$ cat src/rtl/svunit_report_tx_if.sv
// Event-in / byte-out stream bundle for the SVUnit report transmitter.
// The master modport is the system side; the slave modport is the transmitter itself.
interface svunit_report_tx_if #(
  parameter int unsigned ID_W = 8
);
  logic            evt_valid;
  logic            evt_ready;
  logic            evt_pass;
  logic [ID_W-1:0] evt_id;
  logic            tx_valid;
  logic            tx_ready;
  logic [7:0]      tx_data;
  logic            tx_last;

  modport master (
    output evt_valid, evt_pass, evt_id, tx_ready,
    input  evt_ready, tx_valid, tx_data, tx_last
  );

  modport slave (
    input  evt_valid, evt_pass, evt_id, tx_ready,
    output evt_ready, tx_valid, tx_data, tx_last
  );
endinterface

$ cat src/rtl/svunit_report_tx.sv
// SVUnit check-result transmitter: tallies pass/fail events, buffers them and
// serialises CHECK / SUMMARY records as framed bytes on a valid/ready stream.
module svunit_report_tx #(
  parameter int unsigned ID_W       = 8,
  parameter int unsigned FIFO_DEPTH = 4
) (
  input  logic              clk,
  input  logic              rst,
  svunit_report_tx_if.slave bus,
  input  logic              done,
  output logic [15:0]       pass_cnt,
  output logic [15:0]       fail_cnt,
  output logic              busy
);
  localparam int unsigned AW = $clog2(FIFO_DEPTH);
  localparam int unsigned EW = ID_W + 1;

  typedef enum logic [2:0] {
    IDLE, CHK_HDR, CHK_ID, SUM0, SUM1, SUM2, SUM3, SUM4
  } state_t;

  state_t          state;
  state_t          state_nxt;

  logic [EW-1:0]   fifo_mem [FIFO_DEPTH];
  logic [AW:0]     wr_ptr;
  logic [AW:0]     rd_ptr;
  logic            fifo_empty;
  logic            fifo_full;
  logic            push;
  logic            pop;

  logic            sum_pend;
  logic            sum_start;
  logic            sum_done;
  logic            tx_hs;

  logic            cur_pass;
  logic [ID_W-1:0] cur_id;
  logic [15:0]     pass_q;
  logic [15:0]     fail_q;
  logic [15:0]     snap_pass;
  logic [15:0]     snap_fail;

  // Extra pointer bit separates full from empty when the index bits match.
  assign fifo_empty    = (wr_ptr == rd_ptr);
  assign fifo_full     = (wr_ptr[AW] != rd_ptr[AW]) &&
                         (wr_ptr[AW-1:0] == rd_ptr[AW-1:0]);
  assign bus.evt_ready = !fifo_full && !sum_pend;
  assign push          = bus.evt_valid && bus.evt_ready;
  assign pop           = (state == IDLE) && !fifo_empty;
  assign sum_start     = (state == IDLE) && fifo_empty && sum_pend;
  assign tx_hs         = bus.tx_valid && bus.tx_ready;
  assign sum_done      = (state == SUM4) && tx_hs;

  assign pass_cnt = pass_q;
  assign fail_cnt = fail_q;
  assign busy     = !fifo_empty || (state != IDLE) || sum_pend;

  always_ff @(posedge clk) begin
    if (push) begin
      fifo_mem[wr_ptr[AW-1:0]] <= {bus.evt_pass, bus.evt_id};
    end
  end

  always_ff @(posedge clk) begin
    if (rst) begin
      wr_ptr <= '0;
      rd_ptr <= '0;
    end else begin
      if (push) wr_ptr <= wr_ptr + 1'b1;
      if (pop)  rd_ptr <= rd_ptr + 1'b1;
    end
  end

  always_ff @(posedge clk) begin
    if (rst) begin
      cur_pass <= 1'b0;
      cur_id   <= '0;
    end else if (pop) begin
      {cur_pass, cur_id} <= fifo_mem[rd_ptr[AW-1:0]];
    end
  end

  // Totals are frozen as the D0 byte goes out so the record is self-consistent.
  always_ff @(posedge clk) begin
    if (rst) begin
      snap_pass <= '0;
      snap_fail <= '0;
    end else if (sum_start) begin
      snap_pass <= pass_q;
      snap_fail <= fail_q;
    end
  end

  always_ff @(posedge clk) begin
    if (rst || sum_done) begin
      pass_q <= '0;
      fail_q <= '0;
    end else if (push) begin
      if (bus.evt_pass) begin
        if (pass_q != '1) pass_q <= pass_q + 16'd1;
      end else begin
        if (fail_q != '1) fail_q <= fail_q + 16'd1;
      end
    end
  end

  always_ff @(posedge clk) begin
    if (rst || sum_done) begin
      sum_pend <= 1'b0;
    end else if (done) begin
      sum_pend <= 1'b1;
    end
  end

  always_ff @(posedge clk) begin
    if (rst) begin
      state <= IDLE;
    end else begin
      state <= state_nxt;
    end
  end

  always_comb begin
    state_nxt = state;
    case (state)
      IDLE: begin
        if (!fifo_empty)   state_nxt = CHK_HDR;
        else if (sum_pend) state_nxt = SUM0;
      end
      CHK_HDR: if (tx_hs) state_nxt = CHK_ID;
      CHK_ID:  if (tx_hs) state_nxt = IDLE;
      SUM0:    if (tx_hs) state_nxt = SUM1;
      SUM1:    if (tx_hs) state_nxt = SUM2;
      SUM2:    if (tx_hs) state_nxt = SUM3;
      SUM3:    if (tx_hs) state_nxt = SUM4;
      SUM4:    if (tx_hs) state_nxt = IDLE;
      default: state_nxt = IDLE;
    endcase
  end

  always_comb begin
    bus.tx_valid = 1'b1;
    bus.tx_last  = 1'b0;
    bus.tx_data  = '0;
    case (state)
      IDLE:    bus.tx_valid = 1'b0;
      CHK_HDR: bus.tx_data  = {7'h60, cur_pass};
      CHK_ID: begin
        bus.tx_data = 8'(cur_id);
        bus.tx_last = 1'b1;
      end
      SUM0:    bus.tx_data  = 8'hD0;
      SUM1:    bus.tx_data  = snap_pass[15:8];
      SUM2:    bus.tx_data  = snap_pass[7:0];
      SUM3:    bus.tx_data  = snap_fail[15:8];
      SUM4: begin
        bus.tx_data = snap_fail[7:0];
        bus.tx_last = 1'b1;
      end
      default: bus.tx_valid = 1'b0;
    endcase
  end

  a_tx_hold: assert property (@(posedge clk) disable iff (rst)
    bus.tx_valid && !bus.tx_ready |=>
      bus.tx_valid && $stable(bus.tx_data) && $stable(bus.tx_last));

  a_no_overflow: assert property (@(posedge clk) disable iff (rst)
    fifo_full |-> !push);

endmodule

$ cat src/flat_wrapper.sv
// flat-port wrapper written by rule: the top's interface ports become plain ports
module svunit_report_tx_flat 
#(
  parameter int unsigned ID_W       = 8,
  parameter int unsigned FIFO_DEPTH = 4
)
  (clk, rst, done, pass_cnt, fail_cnt, busy, bus_evt_valid, bus_evt_pass, bus_evt_id, bus_tx_ready, bus_evt_ready, bus_tx_valid, bus_tx_data, bus_tx_last);
  svunit_report_tx_if #(.ID_W(ID_W)) bus_i ();
  input  logic clk;
  input  logic rst;
  input  logic done;
  output logic [15:0] pass_cnt;
  output logic [15:0] fail_cnt;
  output logic busy;
  input wire logic [$bits(bus_i.evt_valid)-1:0] bus_evt_valid;
  input wire logic [$bits(bus_i.evt_pass)-1:0] bus_evt_pass;
  input wire logic [$bits(bus_i.evt_id)-1:0] bus_evt_id;
  input wire logic [$bits(bus_i.tx_ready)-1:0] bus_tx_ready;
  output wire logic [$bits(bus_i.evt_ready)-1:0] bus_evt_ready;
  output wire logic [$bits(bus_i.tx_valid)-1:0] bus_tx_valid;
  output wire logic [$bits(bus_i.tx_data)-1:0] bus_tx_data;
  output wire logic [$bits(bus_i.tx_last)-1:0] bus_tx_last;
  assign bus_i.evt_valid = bus_evt_valid;
  assign bus_i.evt_pass = bus_evt_pass;
  assign bus_i.evt_id = bus_evt_id;
  assign bus_i.tx_ready = bus_tx_ready;
  assign bus_evt_ready = bus_i.evt_ready;
  assign bus_tx_valid = bus_i.tx_valid;
  assign bus_tx_data = bus_i.tx_data;
  assign bus_tx_last = bus_i.tx_last;
  svunit_report_tx #(.ID_W(ID_W), .FIFO_DEPTH(FIFO_DEPTH)) u_core (.clk(clk), .rst(rst), .bus(bus_i), .done(done), .pass_cnt(pass_cnt), .fail_cnt(fail_cnt), .busy(busy));
endmodule
$ cat config.mk
export PLATFORM = sky130hd
export DESIGN_NAME = svunit_report_tx_flat
export DESIGN_NICKNAME = d
export VERILOG_FILES = /design/src/rtl/svunit_report_tx_if.sv /design/src/rtl/svunit_report_tx.sv /design/src/flat_wrapper.sv
export SDC_FILE = /design/constraint.sdc
export NUM_CORES = 1
export LEC_CHECK = 0
export CELL_PAD_IN_SITES_DETAIL_PLACEMENT = 1
export CELL_PAD_IN_SITES_GLOBAL_PLACEMENT = 2
export CORE_MARGIN = 5
export CORE_UTILIZATION = 40
export DETAILED_ROUTE_END_ITERATION = 6
export GPL_TIMING_DRIVEN = 0
export HOLD_SLACK_MARGIN = 0.05
export PLACE_DENSITY_LB_ADDON = 0.1
export REMOVE_ABC_BUFFERS = 1
export SLEW_MARGIN = 10
export SYNTH_ARGS = -nofsm -noshare
export SYNTH_HDL_FRONTEND = slang
export SYNTH_SLANG_ARGS = --single-unit
$ cat constraint.sdc
create_clock -name clk -period 4.45 [get_ports clk]
set_clock_uncertainty 0.1 [all_clocks]
set_input_delay 0.445 -clock clk [delete_from_list [all_inputs] [get_ports clk]]
set_output_delay 0.445 -clock clk [all_outputs]
set_load 0.1 [all_outputs]
==> run metrics <==
status=complete, no violations; grt total ovfl=0; first-pass GRT wire length=25.4 mm; TritonRoute pass-1 iters=4; power per standard cell area=494 nW/um2; RSZ-0062 raised after global routing=no; Pint=2430 uW; Synth Area per Inst=10.3 um2; Port Buf Inserts=57; Setup CP Type=flop to primary output; largest buffer count on any clock path=2; hold buffers post-CTS=0; Die ar.=16,800 um2; CTS buffer count=17; CP max FO=24; detailed-route via count=4,447; Total Wirelength=15.5 mm; Comb pwr share=0.206; leak pwr=0.00232 uW; number of clock sinks=119; Critical Path RT=3.90 ns; final net count=623; die width=130 um; worst hold path type=flop to flop; Placer Congestion=0.728; main combinational cell family by area after synthesis=simple AND/OR/NAND/NOR gates; largest net degree at the start of global routing=58; H-tree level count=4; Slowest-stage cell, CP=clkdlybuf4s50_1; final worst-path cycle share=0.893; post-synthesis mux area share=0.134; initial antenna violation count=0; Post-Synth XOR/XNOR Area=0.0137; RR Endpoint=u_core.snap_pass[10]; CP Capture Type=primary output; FP Rows=43; Vias/cell=5.59; hpwl dp=10.5 mm; io pins=58; Synth Cell Area=5730 um2; min-delay src=u_core.cur_id[6]; filler instances=1,519; antenna cells=0; simple logic cell fraction of the synthesized area=0.220; hold-critical path depth=2; post-synthesis sequential area ratio=0.478; CP startpoint kind=flop; CTS clock-pin slew for the worst setup and hold paths=0.05 ns; Ys Warns=0; Register-to-Register Path Depth=5; Synth Register Bits=119; worst vdd ir=0.000272 V; compound-cell area share of the yosys netlist=0.106; Core Area=14,000 um2; CTS tree=built; ANT nets after route=0; vias in the first global route=4,747; max-slew violation count=0; setup_tns=0 ns; switching pwr=1090 uW; gr usage total=0.194; post-CTS sizing=0; Hold Fails Final Rpt=0; worst r2r src=u_core.rd_ptr[0]; Worst Hold End=u_core.cur_id[6]; slew margin rel.=0.236; root buf cell=clkbuf_16; Initial Utilization=0.410; initial drt markers=145; DRC errors left=0; Worst-Margin Slew=1.14 ns; Flop pwr share=0.367; final setup vio count=0; main flop type after synthesis=dfxtp_1; Post-synth EDFFs=36; share of layout cells above drive strength 1=0.101; Final Critical Period=3.97 ns; R2R setup slack=1.56 ns; Power, Total=3510 uW; sw frac=0.309; Netlist cell types=53; clk_lat worst skew=0.41 ns; gate count of the mapped netlist=559; Async S/R FF share, synth=0; number of setup buffers added after CTS=0; Max Clk Rate=0.252 GHz; max_cap viols=0; clock share of power=0.427; adder-cell share of the synthesized area=0.0153; CP arrival=3.43 ns; Wirelength per Cell=19.5 um; max incr delay on CP=1.20 ns; Area Growth Syn to Fin=24.0%; Die Ht=130 um; critical path cell sequence=nor2b_1 > nand2_1 > o21ai_0 > clkdlybuf4s50_1
==> worst max-delay path: cells and delay by family (launching register included) <==
kind | cells | cell delay, ns
buffers and inverters | 1 | 1.20
and+or+nand+nor | 2 | 0.61
DFF | 1 | 0.96
AOI/OAI and AO/OA | 1 | 0.25
==> power groups by stage <==
stage | combinational (uW) | clock [uW] | sequential (uW)
after global placement | 700 | 0 | 1310
after floorplan | 526 | 0 | 1280
final | 723 | 1500 | 1290
after CTS | 731 | 1530 | 1300
after detailed placement | 723 | 0 | 1320
after global routing | 775 | 1580 | 1300
==> worst max path at each step <==
stage / from / end / cells past startpoint
floorplan: u_core.state[1] / bus_tx_data[1] / 3
global placement: rst / u_core.pass_cnt[10] / 4
detailed placement: u_core.state[1] / bus_tx_data[3] / 4
CTS: u_core.state[1] / bus_tx_data[2] / 4
global route: u_core.state[1] / bus_tx_data[5] / 4
finish: u_core.state[1] / bus_tx_data[2] / 4
==> layer usage <==
| metal | up-vias | routed length (um) | GRT usage | part of all wire |
|---|---|---|---|---|
| li1 | 2138 | - | - | - |
| met1 | 2244 | 7220 | 0.251 | 0.47 |
| met2 | 54 | 7730 | 0.324 | 0.50 |
| met3 | 11 | 444 | 0.0479 | 0.029 |
| met4 | 0 | 106 | 0.0532 | 0.0068 |
| met5 | - | 0 | 0 | 0 |
==> cell usage after synthesis (7+ instances only) <==
cell,instances,area (um2)
o21ai_0,14,70.1
clkbuf_1,26,97.6
or4_1,15,113
mux2i_1,43,430
nand3_1,16,80.1
nand2b_1,71,444
nor2_1,13,48.8
inv_1,9,33.8
edfxtp_1,36,1080
nand2_1,60,225
o31ai_1,15,113
nor4_1,9,56.3
ha_1,7,87.6
a21oi_1,33,165
mux4_2,13,293
dfxtp_1,83,1660
==> per-stage QoR <==
step / hold WS [ns] / setup slack, ns / utilization / cell area, um2 / cells
floorplan: 0.328 / 0.629 / - / 5580 / 522
global placement: 0.348 / -0.710 / 0.456 / 6380 / 759
detailed placement: 0.349 / 0.906 / 0.462 / 6460 / 763
CTS: 0.363 / 0.435 / 0.508 / 7110 / 795
global route: 0.387 / 0.233 / 0.508 / 7110 / 795
finish: 0.356 / 0.476 / 0.508 / 7110 / 795
==> cell usage in the layout, fill, tap and decap left out, drive strengths merged, types with 7 or more instances in the layout <==
| cell type | netlist | layout |
|---|---|---|
| or4 | 15 | 15 |
| mux2i | 43 | 43 |
| o21ai | 14 | 14 |
| edfxtp | 36 | 36 |
| ha | 7 | 7 |
| nor2 | 13 | 13 |
| clkbuf | 26 | 18 |
| nand2 | 60 | 60 |
| dfxtp | 83 | 83 |
| nand2b | 71 | 71 |
| nor4 | 9 | 9 |
| mux4 | 13 | 13 |
| clkdlybuf4s50 | 0 | 56 |
| nand3 | 16 | 16 |
| nand4 | 7 | 7 |
| o31ai | 15 | 15 |
| a21oi | 33 | 33 |
| inv | 9 | 9 |
==> registers in the layout, indices dropped and copies added, names as in the netlist <==
name              flops
u_core.state          3
u_core.snap_pass     16
u_core.fifo_mem      36
u_core.wr_ptr         3
u_core.sum_pend       1
u_core.pass_cnt      16
u_core.cur_id         8
u_core.fail_cnt      16
u_core.cur_pass       1
u_core.rd_ptr         3
u_core.snap_fail     16
==> area by class of cell <==
class | instances | area (um2) | area share
Timing Repair Buffer | 61 | 624 | 0.0878
Multi-Input combinational cell | 394 | 2840 | 0.399
Tap cell | 180 | 225 | 0.0317
Inverter | 9 | 33.8 | 0.00475
Clock buffer | 18 | 439 | 0.0618
Clock inverter | 14 | 205 | 0.0289
Sequential cell | 119 | 2740 | 0.386
==> logic make-up (layout without fill, tap and decap cells) <==
| family | count (synthesis) | in the layout |
|---|---|---|
| flip-flops | 119 | 119 |
| XOR/XNOR | 9 | 9 |
| AO/OA/AOI/OAI | 93 | 93 |
| AND/OR/NAND/NOR | 225 | 225 |
| multiplexers | 60 | 60 |
| adder cells (fa/ha/maj) | 7 | 7 |
| buffers and inverters | 46 | 102 |
Note: power is estimated with default switching activity, not from simulation.
